$ cat src/rtl/display_pkg.sv
// Shared types and constants for the multiplexed 7-segment scan controller.
package display_pkg;

  localparam int DIGIT_W = 4;

  typedef enum logic [1:0] {
    IDLE  = 2'd0,
    BLANK = 2'd1,
    SHOW  = 2'd2
  } scan_state_t;

endpackage

$ cat src/rtl/display_scan_ctrl_if.sv
// Host-side and display-side signals of the scan controller, bundled as one port.
interface display_scan_ctrl_if #(
  parameter int N_DIGITS = 4
);
  localparam int IW = $clog2(N_DIGITS);

  logic                                   en_i;
  logic [display_pkg::DIGIT_W*N_DIGITS-1:0] value_i;
  logic                                   load_i;
  logic [N_DIGITS-1:0]                    digit_en_i;
  logic [display_pkg::DIGIT_W-1:0]        bcd_o;
  logic [N_DIGITS-1:0]                    an_o;
  logic [IW-1:0]                          digit_idx_o;
  logic                                   frame_o;
  logic                                   pending_o;

  modport master (
    output en_i, value_i, load_i, digit_en_i,
    input  bcd_o, an_o, digit_idx_o, frame_o, pending_o
  );

  modport slave (
    input  en_i, value_i, load_i, digit_en_i,
    output bcd_o, an_o, digit_idx_o, frame_o, pending_o
  );
endinterface

$ cat src/rtl/scan_timer.sv
// Slot duration counter: restarts from zero on clr_i, flags the cycle whose count equals last_i.
module scan_timer #(
  parameter int W = 2
) (
  input  logic         clk_i,
  input  logic         rst_ni,
  input  logic         clr_i,
  input  logic [W-1:0] last_i,
  output logic         tc_o
);

  logic [W-1:0] cnt_q;

  always_ff @(posedge clk_i or negedge rst_ni) begin
    if (!rst_ni) begin
      cnt_q <= '0;
    end else if (clr_i) begin
      cnt_q <= '0;
    end else begin
      cnt_q <= cnt_q + 1'b1;
    end
  end

  assign tc_o = (cnt_q == last_i);

endmodule

$ cat src/rtl/display_scan_ctrl.sv
// Time-multiplexed digit scanner with blank/show slots and frame-synchronous double-buffered values.
module display_scan_ctrl
  import display_pkg::*;
#(
  parameter int N_DIGITS     = 4,
  parameter int REFRESH_DIV  = 50000,
  parameter int BLANK_CYCLES = 16
) (
  input  logic               clk_i,
  input  logic               rst_ni,
  display_scan_ctrl_if.slave bus
);

  localparam int IW   = $clog2(N_DIGITS);
  localparam int MAXA = (REFRESH_DIV > BLANK_CYCLES) ? REFRESH_DIV : BLANK_CYCLES;
  localparam int MAXL = (MAXA > 2) ? MAXA : 2;
  localparam int CW   = $clog2(MAXL);
  localparam bit HAS_BLANK = (BLANK_CYCLES > 0);
  localparam logic [CW-1:0] SHOW_LAST  = CW'(REFRESH_DIV - 1);
  localparam logic [CW-1:0] BLANK_LAST = CW'(HAS_BLANK ? BLANK_CYCLES - 1 : 0);
  localparam logic [IW-1:0] LAST_IDX   = IW'(N_DIGITS - 1);

  typedef logic [N_DIGITS-1:0][DIGIT_W-1:0] digits_t;

  scan_state_t         state_q, state_d;
  logic [IW-1:0]       idx_q, idx_d;
  digits_t             act_q, act_d, pbuf_q, pbuf_d;
  logic                pend_q, pend_d;
  logic [N_DIGITS-1:0] an_q, an_d;
  logic [DIGIT_W-1:0]  bcd_q, bcd_d;
  logic                frame_q;
  logic                clr, wrap, tc, commit_win;
  logic [CW-1:0]       last;

  assign last = (state_q == BLANK) ? BLANK_LAST : SHOW_LAST;

  scan_timer #(.W(CW)) u_timer (
    .clk_i  (clk_i),
    .rst_ni (rst_ni),
    .clr_i  (clr),
    .last_i (last),
    .tc_o   (tc)
  );

  always_comb begin
    state_d = state_q;
    idx_d   = idx_q;
    clr     = 1'b0;
    wrap    = 1'b0;
    if (!bus.en_i) begin
      state_d = IDLE;
      idx_d   = '0;
      clr     = 1'b1;
    end else begin
      unique case (state_q)
        IDLE: begin
          state_d = HAS_BLANK ? BLANK : SHOW;
          idx_d   = '0;
          clr     = 1'b1;
        end
        BLANK: begin
          if (tc) begin
            state_d = SHOW;
            clr     = 1'b1;
          end
        end
        SHOW: begin
          if (tc) begin
            state_d = HAS_BLANK ? BLANK : SHOW;
            clr     = 1'b1;
            if (idx_q == LAST_IDX) begin
              idx_d = '0;
              wrap  = 1'b1;
            end else begin
              idx_d = idx_q + 1'b1;
            end
          end
        end
        default: begin
          state_d = IDLE;
          idx_d   = '0;
          clr     = 1'b1;
        end
      endcase
    end

    // Values may only reach the active buffer where no frame is in progress.
    commit_win = wrap || (state_q == IDLE) || !bus.en_i;
    act_d  = act_q;
    pbuf_d = pbuf_q;
    pend_d = pend_q;
    if (bus.load_i) begin
      if (commit_win) begin
        act_d  = digits_t'(bus.value_i);
        pend_d = 1'b0;
      end else begin
        pbuf_d = digits_t'(bus.value_i);
        pend_d = 1'b1;
      end
    end else if (commit_win && pend_q) begin
      act_d  = pbuf_q;
      pend_d = 1'b0;
    end

    an_d = '0;
    if (state_d == SHOW && bus.digit_en_i[idx_d]) begin
      an_d[idx_d] = 1'b1;
    end
    bcd_d = act_d[idx_d];
  end

  always_ff @(posedge clk_i or negedge rst_ni) begin
    if (!rst_ni) begin
      state_q <= IDLE;
      idx_q   <= '0;
      act_q   <= '0;
      pbuf_q  <= '0;
      pend_q  <= 1'b0;
      an_q    <= '0;
      bcd_q   <= '0;
      frame_q <= 1'b0;
    end else begin
      state_q <= state_d;
      idx_q   <= idx_d;
      act_q   <= act_d;
      pbuf_q  <= pbuf_d;
      pend_q  <= pend_d;
      an_q    <= an_d;
      bcd_q   <= bcd_d;
      frame_q <= wrap;
    end
  end

  assign bus.an_o        = an_q;
  assign bus.bcd_o       = bcd_q;
  assign bus.digit_idx_o = idx_q;
  assign bus.frame_o     = frame_q;
  assign bus.pending_o   = pend_q;

endmodule

$ cat src/flat_wrapper.sv
// flat-port wrapper written by rule: the top's interface ports become plain ports
module display_scan_ctrl_flat import display_pkg::*;
#(
  parameter int N_DIGITS     = 4,
  parameter int REFRESH_DIV  = 50000,
  parameter int BLANK_CYCLES = 16
)
  (clk_i, rst_ni, bus_en_i, bus_value_i, bus_load_i, bus_digit_en_i, bus_bcd_o, bus_an_o, bus_digit_idx_o, bus_frame_o, bus_pending_o);
  display_scan_ctrl_if #(.N_DIGITS(N_DIGITS)) bus_i ();
  input  logic clk_i;
  input  logic rst_ni;
  input wire logic [$bits(bus_i.en_i)-1:0] bus_en_i;
  input wire logic [$bits(bus_i.value_i)-1:0] bus_value_i;
  input wire logic [$bits(bus_i.load_i)-1:0] bus_load_i;
  input wire logic [$bits(bus_i.digit_en_i)-1:0] bus_digit_en_i;
  output wire logic [$bits(bus_i.bcd_o)-1:0] bus_bcd_o;
  output wire logic [$bits(bus_i.an_o)-1:0] bus_an_o;
  output wire logic [$bits(bus_i.digit_idx_o)-1:0] bus_digit_idx_o;
  output wire logic [$bits(bus_i.frame_o)-1:0] bus_frame_o;
  output wire logic [$bits(bus_i.pending_o)-1:0] bus_pending_o;
  assign bus_i.en_i = bus_en_i;
  assign bus_i.value_i = bus_value_i;
  assign bus_i.load_i = bus_load_i;
  assign bus_i.digit_en_i = bus_digit_en_i;
  assign bus_bcd_o = bus_i.bcd_o;
  assign bus_an_o = bus_i.an_o;
  assign bus_digit_idx_o = bus_i.digit_idx_o;
  assign bus_frame_o = bus_i.frame_o;
  assign bus_pending_o = bus_i.pending_o;
  display_scan_ctrl #(.N_DIGITS(N_DIGITS), .REFRESH_DIV(REFRESH_DIV), .BLANK_CYCLES(BLANK_CYCLES)) u_core (.clk_i(clk_i), .rst_ni(rst_ni), .bus(bus_i));
endmodule
$ cat config.mk
export PLATFORM = sky130hd
export DESIGN_NAME = display_scan_ctrl_flat
export DESIGN_NICKNAME = d
export VERILOG_FILES = /design/src/rtl/display_pkg.sv /design/src/rtl/display_scan_ctrl_if.sv /design/src/rtl/scan_timer.sv /design/src/rtl/display_scan_ctrl.sv /design/src/flat_wrapper.sv
export SDC_FILE = /design/constraint.sdc
export NUM_CORES = 1
export LEC_CHECK = 0
export BUFFER_PORTS_ARGS = -buffer_cell sky130_fd_sc_hd__buf_2
export CAP_MARGIN = 20
export CORE_ASPECT_RATIO = 0.75
export CORE_MARGIN = 2
export CORE_UTILIZATION = 40
export CTS_CLUSTER_SIZE = 28
export DETAILED_ROUTE_END_ITERATION = 8
export PLACE_DENSITY_LB_ADDON = 0.08
export SLEW_MARGIN = 20
export SYNTH_ARGS = -nofsm -noshare
export SYNTH_HDL_FRONTEND = slang
export SYNTH_SLANG_ARGS = --single-unit
$ cat constraint.sdc
create_clock -name clk_i -period 3.5 [get_ports clk_i]
set_input_delay 0.875 -clock clk_i [delete_from_list [all_inputs] [get_ports clk_i]]
set_output_delay 0.875 -clock clk_i [all_outputs]
set_load 0.02 [all_outputs]
==> run summary <==
status: finished, final reports clean
worst path bufs/invs: 1
CP Max Fanout: 13
DRC violations left: 0
I/O pins: 36
gpl congestion: 0.840
Sw Share: 0.250
Die ar.: 8510 µm²
Worst path max stage delay: 0.68 ns
GR peak layer: met1
Setup CP Type: register to register
Avg WL per Cell: 16.5 µm
global-route wire length before repair: 12.6 mm
Clk pwr share: 0.373
period utilization: 0.907
Final Slew Violations: 0
flops & latches, synth: 62
fraction of layout cells with a size suffix above 1: 0.220
RR Endpoint: u_core.bus.bcd_o[3]
fin crit period: 3.17 ns
grt ovf: 0
hpwl dp: 5.47 mm
Worst Path Required: 3.69 ns
Netlist cell types: 47
met1 usage: 0.293
Max Buffers Root-to-Sink: 2
type of origin of the critical path: register
Die Ht: 80.4 µm
Final Hold Fails: 0
Vias/cell: 5.53
Synth async-reset ratio: 1.00
CTS Buf Count: 9
Pleak: 1.66 nW
Final WS setup: 0.326 ns
Sink Count: 62
maximum vdd ir drop: 0.179 mV
vias in the first global route: 2,408
cells on worst reg2reg path: 8
setup TNS: 0 ns
Resized cells post-CTS: 0
postcts setup bufs: 0
Antenna Nets Post-Route: 0
Place WS: 0.331 ns
net load switching power: 0.399 mW
antenna violations before repair: 0
PortBufs: 35
GR Util met3: 0.0528
Pint: 1.20 mW
Power Total: 1.60 mW
multi-input logic area: 1450 µm²
ant diodes: 0
CP Capture Type: register
fmax: 315 MHz
row count: 27
sequential share of power: 0.510
Final Core Density: 0.487
Worst-path clk slew: 0.07 ns
Tot GR Track Use: 0.195
GR Util met2: 0.273
drt pass-1 iters: 4
largest net degree at the start of global routing: 34
cell count after synthesis: 301
worst r2r src: u_core.state_q[1]
Placeable Area: 7430 µm²
Layout area overhead: 16.2%
setup skew after layout: 0.00569 ns
routed vias: 2,496
Worst Tran Pin Value: 0.962 ns
Comb pwr share: 0.117
CP top delay family: simple AND/OR/NAND/NOR gates
commonest non-fill, non-tap cell in the layout: dfrtp_1
R2R Setup Slk: 0.33 ns
hold_sp: u_core.u_timer.cnt_q[0]
synthesized area: 3110 µm²
# hold bufs at CTS: 0
Hold WC Path Type: register to register
Initial Util: 0.419
yosys warns: 0
Min-Delay Endpoint: u_core.u_timer.cnt_q[0]
Reg area: 1550 µm²
most frequent cells in the layout: 62 x dfrtp_1, 35 x buf_2, 22 x nor2_1
top cell type's share of synthesized area: 0.498
Clk Latency, worst-skew pair: 0.33 ns
CTS root buffer: clkbuf_8
register area share after synthesis: 0.498
final setup fails: 0
CTS tree: built
Crit path arrival time: 3.36 ns
fillcell total: 737
Post-Syn Area per Cell: 10.3 µm²
CTS H-tree lvls: 3
WL final: 7.43 mm
chip width: 106 µm
Slew headroom: 0.354
Post-synth EDFFs: 0
largest area contributor in the netlist: dfrtp_1
crit path cell chain: inv_1 -> ha_1 -> or4b_1 -> mux2_2 -> or4_4 -> and3_1 -> o311ai_0 -> nand4_1
syn nets: 331
top post-synthesis cells by area: dfrtp_1 50%, mux2_2 4.7%, and3_1 3.2%
pwr dens: 442 nW/µm²
Initial DRC Count: 131
RSZ-0062 raised after global routing: no
worst hold path depth: 1
Max-cap violations: 0
CP max stage cell: or4_4
ys flop type: dfrtp_1
# nets final: 375
==> layout make-up <==
class                      instances  area share
tap                              101      0.0349
sequential                        62       0.429
multi-input combinational        212       0.401
timing repair buffer              45      0.0692
clock buffer                      12      0.0374
inverter                          15      0.0156
clock inverter                     4      0.0131
==> power groups by stage <==
stage	clock network, mW	logic [mW]	registers (mW)
after floorplan	0	0.114	0.827
after global placement	0	0.185	0.827
after detailed placement	0	0.189	0.828
after CTS	0.619	0.190	0.815
after global routing	0.655	0.211	0.823
final	0.596	0.186	0.815
==> registers in the layout, indices dropped and copies added, names as in the netlist <==
signal	flops
u_core.pbuf_q	16
u_core.bus.digit_idx_o	2
u_core.bus.frame_o	1
u_core.u_timer.cnt_q	16
u_core.act_q	16
u_core.bus.bcd_o	4
u_core.bus.an_o	4
u_core.state_q	2
u_core.bus.pending_o	1
==> through the flow <==
| step | area (µm²) | cells | hold WS [ns] |
|---|---|---|---|
| global placement | 3430 | 435 | 0.446 |
| CTS | 3620 | 451 | 0.465 |
| floorplan | 3110 | 301 | 0.425 |
| detailed placement | 3430 | 435 | 0.455 |
| global route | 3620 | 451 | 0.497 |
| finish | 3620 | 451 | 0.459 |
==> how the worst max path moves through the flow <==
stage                                      to         startpoint  cells past startpoint
after global routing      u_core.bus.bcd_o[3]  u_core.state_q[1]                      8
after CTS                 u_core.bus.bcd_o[3]  u_core.state_q[1]                      8
after floorplan           u_core.bus.bcd_o[0]  u_core.state_q[1]                      9
after detailed placement  u_core.bus.bcd_o[3]  u_core.state_q[1]                      8
final                     u_core.bus.bcd_o[3]  u_core.state_q[1]                      8
after global placement    u_core.bus.bcd_o[3]  u_core.state_q[1]                      8
==> kinds of logic after synthesis <==
| family | after synthesis | synth area share |
|---|---|---|
| buffers and inverters | 27 | 0.0362 |
| XOR/XNOR | 14 | 0.0394 |
| multiplexers | 14 | 0.0502 |
| flip-flops | 62 | 0.498 |
| AND/OR/NAND/NOR | 114 | 0.195 |
| adder cells (fa/ha/maj) | 6 | 0.0241 |
| AO/OA/AOI/OAI | 64 | 0.156 |
==> per-layer routing <==
layer  wire, µm  vias to the layer above
li1           -                     1193
met1       3780                     1227
met2       3140                       74
met3        479                        2
met4         30                        0
met5          0                        -
==> cell usage after synthesis (3+ instances only) <==
cell / n
nor2_1: 22
a21boi_0: 8
buf_2: 3
nor3_1: 9
xnor2_1: 7
or3_1: 8
o2111ai_1: 6
o311ai_0: 3
o31a_1: 3
a21oi_1: 8
nand4_1: 4
nand3_1: 11
xor2_1: 7
a32oi_1: 4
ha_1: 6
nor4_1: 4
clkbuf_1: 7
inv_1: 15
o21ai_0: 7
mux2_2: 13
o21a_1: 6
o311ai_1: 3
and2_1: 9
nand2_1: 18
and3_1: 16
o31ai_1: 4
dfrtp_1: 62
Note: power is estimated with default switching activity, not from simulation.
